$ cat config.mk
export PLATFORM = sky130hd
export DESIGN_NAME = pc_redirect_arbiter
export DESIGN_NICKNAME = d
export VERILOG_FILES = /design/src/rtl/pc_redirect_arbiter.sv
export SDC_FILE = /design/constraint.sdc
export NUM_CORES = 1
export LEC_CHECK = 0
export ABC_CLOCK_PERIOD_IN_PS = 7900
export CORE_UTILIZATION = 50
export DETAILED_ROUTE_END_ITERATION = 6
export PLACE_DENSITY = 0.95
export SYNTH_ARGS = -nofsm -noshare
export SYNTH_HDL_FRONTEND = slang
export SYNTH_SLANG_ARGS = --single-unit
export TNS_END_PERCENT = 20
$ cat constraint.sdc
create_clock -name iClk -period 7.9 [get_ports iClk]
set_input_delay 1.58 -clock iClk [delete_from_list [all_inputs] [get_ports iClk]]
set_output_delay 1.58 -clock iClk [all_outputs]
set_load 0.02 [all_outputs]
$ cat src/rtl/pc_redirect_arbiter.sv
// Next-PC redirect arbiter: boot sequencing, trap/branch/jump priority,
// stalled-redirect latching with preemption, and pipeline flush strobes.
module pc_redirect_arbiter #(
  parameter logic [31:0] BOOT_VEC   = 32'h0000_0000,
  parameter int unsigned BOOT_DELAY = 4
) (
  input  logic        iClk,
  input  logic        nRst,
  input  logic        iTrap_req,
  input  logic [31:0] iTrap_vec,
  input  logic        iBr_req,
  input  logic [31:0] iBr_tgt,
  input  logic        iJmp_req,
  input  logic [31:0] iJmp_tgt,
  input  logic        iHz_stall,
  input  logic        iImem_ready,
  output logic        oPC_stall,
  output logic        oPC_ext_s,
  output logic [31:0] oPC_tgt,
  output logic        oFlush_if,
  output logic        oFlush_id,
  output logic        oPending,
  output logic        oMisalign,
  output logic [1:0]  oDbg_state
);

  // Handshake: a request is a level-valid held by its source; a redirect is
  // consumed only in a cycle where the fetch side is ready (S=0), else latched.
  typedef enum logic [1:0] {ST_BOOT = 2'd0, ST_RUN = 2'd1, ST_PEND = 2'd2} state_t;

  localparam logic [7:0] C_DELAY = 8'(BOOT_DELAY);
  localparam logic [1:0] PRI_NONE = 2'd3;

  state_t      r_state, w_state_nxt;
  logic [7:0]  r_cnt, w_cnt_nxt;
  logic [31:0] r_pend_tgt, w_pend_tgt_nxt;
  logic [1:0]  r_pend_pri, w_pend_pri_nxt;

  logic        w_stall, w_any, w_better;
  logic [1:0]  w_win_pri, w_sel_pri;
  logic [31:0] w_win_tgt, w_sel_tgt;

  assign w_stall = iHz_stall | ~iImem_ready;
  assign w_any   = iTrap_req | iBr_req | iJmp_req;

  always_comb begin
    w_win_pri = 2'd2;
    w_win_tgt = iJmp_tgt;
    if (iTrap_req) begin
      w_win_pri = 2'd0;
      w_win_tgt = iTrap_vec;
    end else if (iBr_req) begin
      w_win_pri = 2'd1;
      w_win_tgt = iBr_tgt;
    end
  end

  // Lower priority number wins; an equal-priority newcomer never displaces.
  assign w_better  = w_any && (w_win_pri < r_pend_pri);
  assign w_sel_pri = w_better ? w_win_pri : r_pend_pri;
  assign w_sel_tgt = w_better ? w_win_tgt : r_pend_tgt;

  always_ff @(posedge iClk) begin
    if (!nRst) begin
      r_state    <= ST_BOOT;
      r_cnt      <= 8'd0;
      r_pend_tgt <= 32'd0;
      r_pend_pri <= PRI_NONE;
    end else begin
      r_state    <= w_state_nxt;
      r_cnt      <= w_cnt_nxt;
      r_pend_tgt <= w_pend_tgt_nxt;
      r_pend_pri <= w_pend_pri_nxt;
    end
  end

  always_comb begin
    w_state_nxt    = r_state;
    w_cnt_nxt      = r_cnt;
    w_pend_tgt_nxt = r_pend_tgt;
    w_pend_pri_nxt = r_pend_pri;
    case (r_state)
      ST_BOOT: begin
        if (r_cnt < C_DELAY) w_cnt_nxt = r_cnt + 8'd1;
        else if (iImem_ready) w_state_nxt = ST_RUN;
      end
      ST_RUN: begin
        if (w_any && w_stall) begin
          w_state_nxt    = ST_PEND;
          w_pend_tgt_nxt = w_win_tgt;
          w_pend_pri_nxt = w_win_pri;
        end
      end
      ST_PEND: begin
        if (!w_stall) begin
          w_state_nxt    = ST_RUN;
          w_pend_tgt_nxt = 32'd0;
          w_pend_pri_nxt = PRI_NONE;
        end else if (w_better) begin
          w_pend_tgt_nxt = w_win_tgt;
          w_pend_pri_nxt = w_win_pri;
        end
      end
      default: w_state_nxt = ST_BOOT;
    endcase
  end

  always_comb begin
    oPC_stall = 1'b0;
    oPC_ext_s = 1'b0;
    oPC_tgt   = 32'd0;
    oFlush_if = 1'b0;
    oFlush_id = 1'b0;
    oPending  = 1'b0;
    oMisalign = 1'b0;
    case (r_state)
      ST_BOOT: begin
        oPC_stall = 1'b1;
        if (r_cnt >= C_DELAY && iImem_ready) begin
          oPC_stall = 1'b0;
          oPC_ext_s = 1'b1;
          oPC_tgt   = {BOOT_VEC[31:2], 2'b00};
          oMisalign = |BOOT_VEC[1:0];
        end
      end
      ST_RUN: begin
        oPC_stall = w_stall;
        if (w_any) begin
          oFlush_if = 1'b1;
          oFlush_id = (w_win_pri != 2'd2);
          if (!w_stall) begin
            oPC_ext_s = 1'b1;
            oPC_tgt   = {w_win_tgt[31:2], 2'b00};
            oMisalign = |w_win_tgt[1:0];
          end
        end
      end
      ST_PEND: begin
        oPending  = 1'b1;
        oPC_stall = w_stall;
        if (!w_stall) begin
          oPC_ext_s = 1'b1;
          oPC_tgt   = {w_sel_tgt[31:2], 2'b00};
          oMisalign = |w_sel_tgt[1:0];
          oFlush_if = 1'b1;
          oFlush_id = (w_sel_pri != 2'd2);
        end else if (w_better) begin
          oFlush_if = 1'b1;
          oFlush_id = (w_win_pri != 2'd2);
        end
      end
      default: oPC_stall = 1'b1;
    endcase
  end

  assign oDbg_state = r_state;

endmodule

* Word-level counts from Yosys, hierarchy flattened
Index checks and enable logic that the tools add are counted.
** Operators by class
- Reduce and logical (&&, ||, !) cells :: 11
- Magnitude comparators :: 3
- Muxes and demuxes :: 40
- Bitwise logic cells :: 4
- $add $sub $neg :: 1
- Equality and inequality tests :: 8
** Operators with widths (count)
- two-way mux 32 bit :: 8
- case mux 32 bit (2 select lines) :: 2
- two-way mux 2 bit :: 9
- two-way mux 1 bit :: 14
- != test 2 bit (second input constant) :: 6
- adder 8 x 1 -> 8 bit (second input constant) :: 1
- greater-or-equal comparator 8 x 3 -> 1 bit (second input constant) :: 1
- less-than comparator 8 x 3 -> 1 bit (second input constant) :: 1
- case mux 1 bit (2 select lines) :: 4
- case mux 2 bit (3 select lines) :: 1
- OR reduction 2 bit :: 3
- case mux 2 bit (2 select lines) :: 1
- AND reduction 2 bit :: 2
- AND reduction 4 bit :: 1
- logical AND 1 bit :: 3
- OR 1 bit :: 3
- case mux 1 bit (3 select lines) :: 1
- equality test 2 x 1 -> 1 bit (second input constant) :: 1
- equality test 2 bit (second input constant) :: 1
- zero test 2 bit :: 1
- less-than comparator 2 bit :: 1
- nonzero test 2 bit :: 1
- NOT 1 bit :: 1
** Word-level totals
- Bits of input ports :: 103
- Output and inout port bits :: 40
- Flip-flop bits (word level) :: 44
- Word-level logic and storage cells :: 71

* Logic depth before layout (Yosys ltp)
- Depth in word-level cells :: 8
- Mapped depth :: 9
- Gate-level depth less buffers :: 6

* Least setup slack after synthesis
Ideal clock, no wire load.
- Kind :: input to output
- Start point :: input iTrap_req
- End point :: output oFlush_id
- Path buffers :: 3
- Stages on the path :: 9
- Data arrival time :: 3363 ps
- Data required time :: 6320 ps
- Slack :: 2957 ps
- Cells stage by stage :: buf_2 > nor2_1 > ha_1 > nand2b_1 > a311oi_2 > buf_6 > buf_8 > a21oi_1 > o21ai_1
** Between the ends
- Cells in the longest elaborated chain, start to end :: 7
- Elaborated cells on any way between the ends :: 12
- Those cells by class :: 1 x order compare; 2 x eq/ne; 6 x mux; 2 x bitwise; 1 x reduce/logical
** RTL lines
- from (decl) :: line 9 : input logic iTrap_req,
- two-way mux 2 bit or OR 1 bit (tied branches) :: line 49, 44
- less-than comparator 2 bit or OR 1 bit (tied branches) :: line 59, 44
- logical AND 1 bit :: line 59 : assign w_better = w_any && (w_win_pri < r_pend_pri);
- two-way mux 2 bit
- != test 2 bit :: line 146 : oFlush_id = (w_sel_pri != 2'd2);
- two-way mux 1 bit :: line 141 : if (!w_stall) begin
- case mux 1 bit (2 select lines) * :: line 116 : case (r_state)
- to (decl) :: line 21 : output logic oFlush_id,
Mark *: on every way between the ends. The rest lies on a longest branch, timed or not.

* Worst setup path after layout
- Start point :: input iBr_req
- End point :: output oPC_tgt[17]
** Between the ends
- Cells in the longest elaborated chain, start to end :: 7
- Elaborated cells on any way between the ends :: 13
- Those cells by class :: 1 x order compare; 9 x mux; 2 x bitwise; 1 x reduce/logical
** RTL lines
- from (decl) :: line 11 : input logic iBr_req,
- two-way mux 2 bit :: line 52 : end else if (iBr_req) begin
- two-way mux 2 bit :: line 49 : if (iTrap_req) begin
- less-than comparator 2 bit :: line 59
- logical AND 1 bit :: line 59
- two-way mux 32 bit
- two-way mux 32 bit :: line 141
- case mux 32 bit (2 select lines) * :: line 116
- to (decl) :: line 19 : output logic [31:0] oPC_tgt,
Marks and branches as above.

==> impl_metrics.tcl <==
set metrics [dict create \
    ys_ff_latch 44 \
    drc 0 \
    final_cell_mix "clkdlybuf4s50_1, mux2i_1, o21ai_0, dfxtp_1" \
    final.min_clock_period_ns 6.48 \
    async_flop_share_pct 0 \
    layout.nets 751 \
    worstSetupEndpointType "primary output" \
    path_max_fanout 22 \
    ctsHoldBuffers 0 \
    num_vias 4618 \
    dieArea_um2 8750 \
    grt_pass1_vias 4568 \
    start_util_pct 51.2 \
    grt_first_pass_wirelength_mm 20.4 \
    slew_headroom_pct 17.4 \
    wl_met3_um 916 \
    dpl_cell_area_um2 5530 \
    ctsHtreeMaxLevel 2 \
    final_common_cell "clkdlybuf4s50_1" \
    area_growth_pct 34.6 \
    r2r_cells 6 \
    clk_path_buf_depth 2 \
    final.setup.tns_ns 0 \
    irDropWorstVdd_uv 84.3 \
    rsz0062_at_grt "no" \
    numPortBuffers 140 \
    coreArea_um2 8180 \
    cts.sinks 44 \
    io_pins 143 \
    ys_types 47 \
    status "finished, final reports clean" \
    finClkSkew_ns 0.00699 \
    hold_slack_ns 0.480 \
    clk_pin_slew_ns 0.09 \
    cts-root-buf "clkbuf_8" \
    setup_violations 0 \
    final_cell_area_um2 5640 \
    cts_tree "yes" \
    rows 33 \
    numCtsBuffers 5 \
    drive_gt1_share_pct 8.88 \
    rr_endpoint "r_pend_tgt[1]$_SDFFE_PN0P_" \
    cap_violations 0 \
    max_freq_mhz 154 \
    hold_violations 0 \
    crit_path_end "oPC_tgt[17]" \
    ant_nets 0 \
    synthCells 538 \
    maxSlewViolCount 0 \
    synth_edf_count 0 \
    drt_iter0_drc 271 \
    cp-startpoint "iBr_req" \
    syn_avg_cell_area_um2 7.79 \
    power_density_nw_per_um2 170 \
    period_share_pct 82.0 \
    finalWorstSetupSlack_ns 1.42 \
    routed_wl_mm 12.7 \
    drt-pass1-iter-count 5 \
    wirelength_met1_mm 4.99 \
    antenna_cells 0 \
    overflow 0 \
    die_height_um 93.5 \
    wl_met2_mm 6.47 \
    power_leakage_nw 2.46 \
    clock_latency_ns 0.30 \
    grt_max_degree 71 \
    worstPathArrival_ns 4.90 \
    path_class "in -> out" \
    netlist_area_um2 4190 \
    synth_warnings 0 \
    routed.top_layer "met4" \
    dp_hpwl_mm 8.85 \
    die_x_um 93.5 \
    r2r_slack_ns 5.31 \
    track_usage_pct 28.8 \
    final_util_pct 69.0 \
    pre_cts_ws_ns 1.51 \
    worstMarginPinSlew_ns 1.24 \
    yosysSeqAreaShare_pct 21.0 \
    start_kind "input pin" \
    vias_per_cell 6.18 \
    postCtsSetupBuffers 0 \
    place_congestion 0.824 \
    wl_per_cell_um 17.0 \
    synth_ff_type "dfxtp_1" \
    worstReg2RegStart "oDbg_state[0]$_SDFFE_PN0P_" \
    hold_path_class "reg -> reg" \
    antenna_found_initial 0 \
    cts-resized-gates 0 \
    required_ns 6.32 \
]
-- logic make-up (layout without fill, tap and decap cells) --
family | Yosys count | count (layout) | synth area share [%]
AO/OA/AOI/OAI | 186 | 186 | 34.8
XOR/XNOR | 1 | 1 | 0.209
adder cells (fa/ha/maj) | 7 | 7 | 2.09
buffers and inverters | 98 | 201 | 11.0
flip-flops | 44 | 44 | 21.0
multiplexers | 67 | 67 | 16.0
other | 1 | 2 | 0.0895
AND/OR/NAND/NOR | 134 | 134 | 14.8
-- layout make-up --
type,count,area (um^2)
tap,105,131
fill,653,2530
sequential,44,881
inverter,42,158
clock inverter,3,42.5
clock buffer,5,68.8
multi-input combinational,397,2890
timing repair buffer,151,1470
-- synthesized netlist by cell type (all sizes together) (25+ instances only) --
master | n | share of area (%)
o21ai | 64 | 7.6
a221oi | 32 | 6.7
clkbuf | 31 | 2.8
inv | 42 | 3.8
nand2 | 42 | 3.8
a22o | 31 | 6.5
nor2 | 39 | 3.5
mux2i | 67 | 16
nor3 | 31 | 4.0
buf | 25 | 4.4
dfxtp | 44 | 21
a211oi | 31 | 8.7
-- worst max-delay path, stage by stage --
cell and delay, ns:
buf_2 0.11, nor2_1 0.25, ha_1 0.30, nand2b_1 0.20
a311oi_4 0.35, buf_4 0.39, a32o_1 0.55, buf_4 0.36
a22o_1 0.18, clkdlybuf4s50_1 0.60
-- sequential cells by signal (all words and copies together) (netlist names) --
signal,flops
oDbg_state,2
r_cnt,8
r_pend_pri,2
r_pend_tgt,32
-- power by group --
part           switching (W)  leakage, nW  internal [W]  total (W)
clock              0.0000827       0.0541     0.0000937   0.000176
sequential         0.0000447        0.358      0.000275   0.000320
combinational       0.000257         2.05      0.000204   0.000462
total               0.000385         2.46      0.000573   0.000958
-- through the flow --
stage | instances | power (W)
2_1_floorplan | 539 | 0.000646
5_1_grt | 747 | 0.00102
4_1_cts | 747 | 0.000951
3_3_place_gp | 739 | 0.000750
3_5_place_dp | 739 | 0.000778
6_report | 747 | 0.000958
-- layer usage --
metal | up-vias | global-route usage (%)
met5 | - | 0
met4 | 0 | 13.8
met3 | 37 | 4.23
met2 | 257 | 51.0
met1 | 2142 | 33.8
li1 | 2182 | -
-- worst min path at each step --
stage	start	to	slack, ns	cells past startpoint
floorplan	r_cnt[3]$_SDFFE_PN0P_	r_cnt[3]$_SDFFE_PN0P_	0.43	1
global placement	r_cnt[3]$_SDFFE_PN0P_	r_cnt[3]$_SDFFE_PN0P_	0.44	1
detailed placement	r_cnt[6]$_SDFFE_PN0P_	r_cnt[6]$_SDFFE_PN0P_	0.45	1
CTS	r_cnt[6]$_SDFFE_PN0P_	r_cnt[6]$_SDFFE_PN0P_	0.47	1
global route	r_cnt[3]$_SDFFE_PN0P_	r_cnt[3]$_SDFFE_PN0P_	0.50	1
finish	r_cnt[6]$_SDFFE_PN0P_	r_cnt[6]$_SDFFE_PN0P_	0.48	1
No activity file was read; power rests on OpenSTA's default activity.
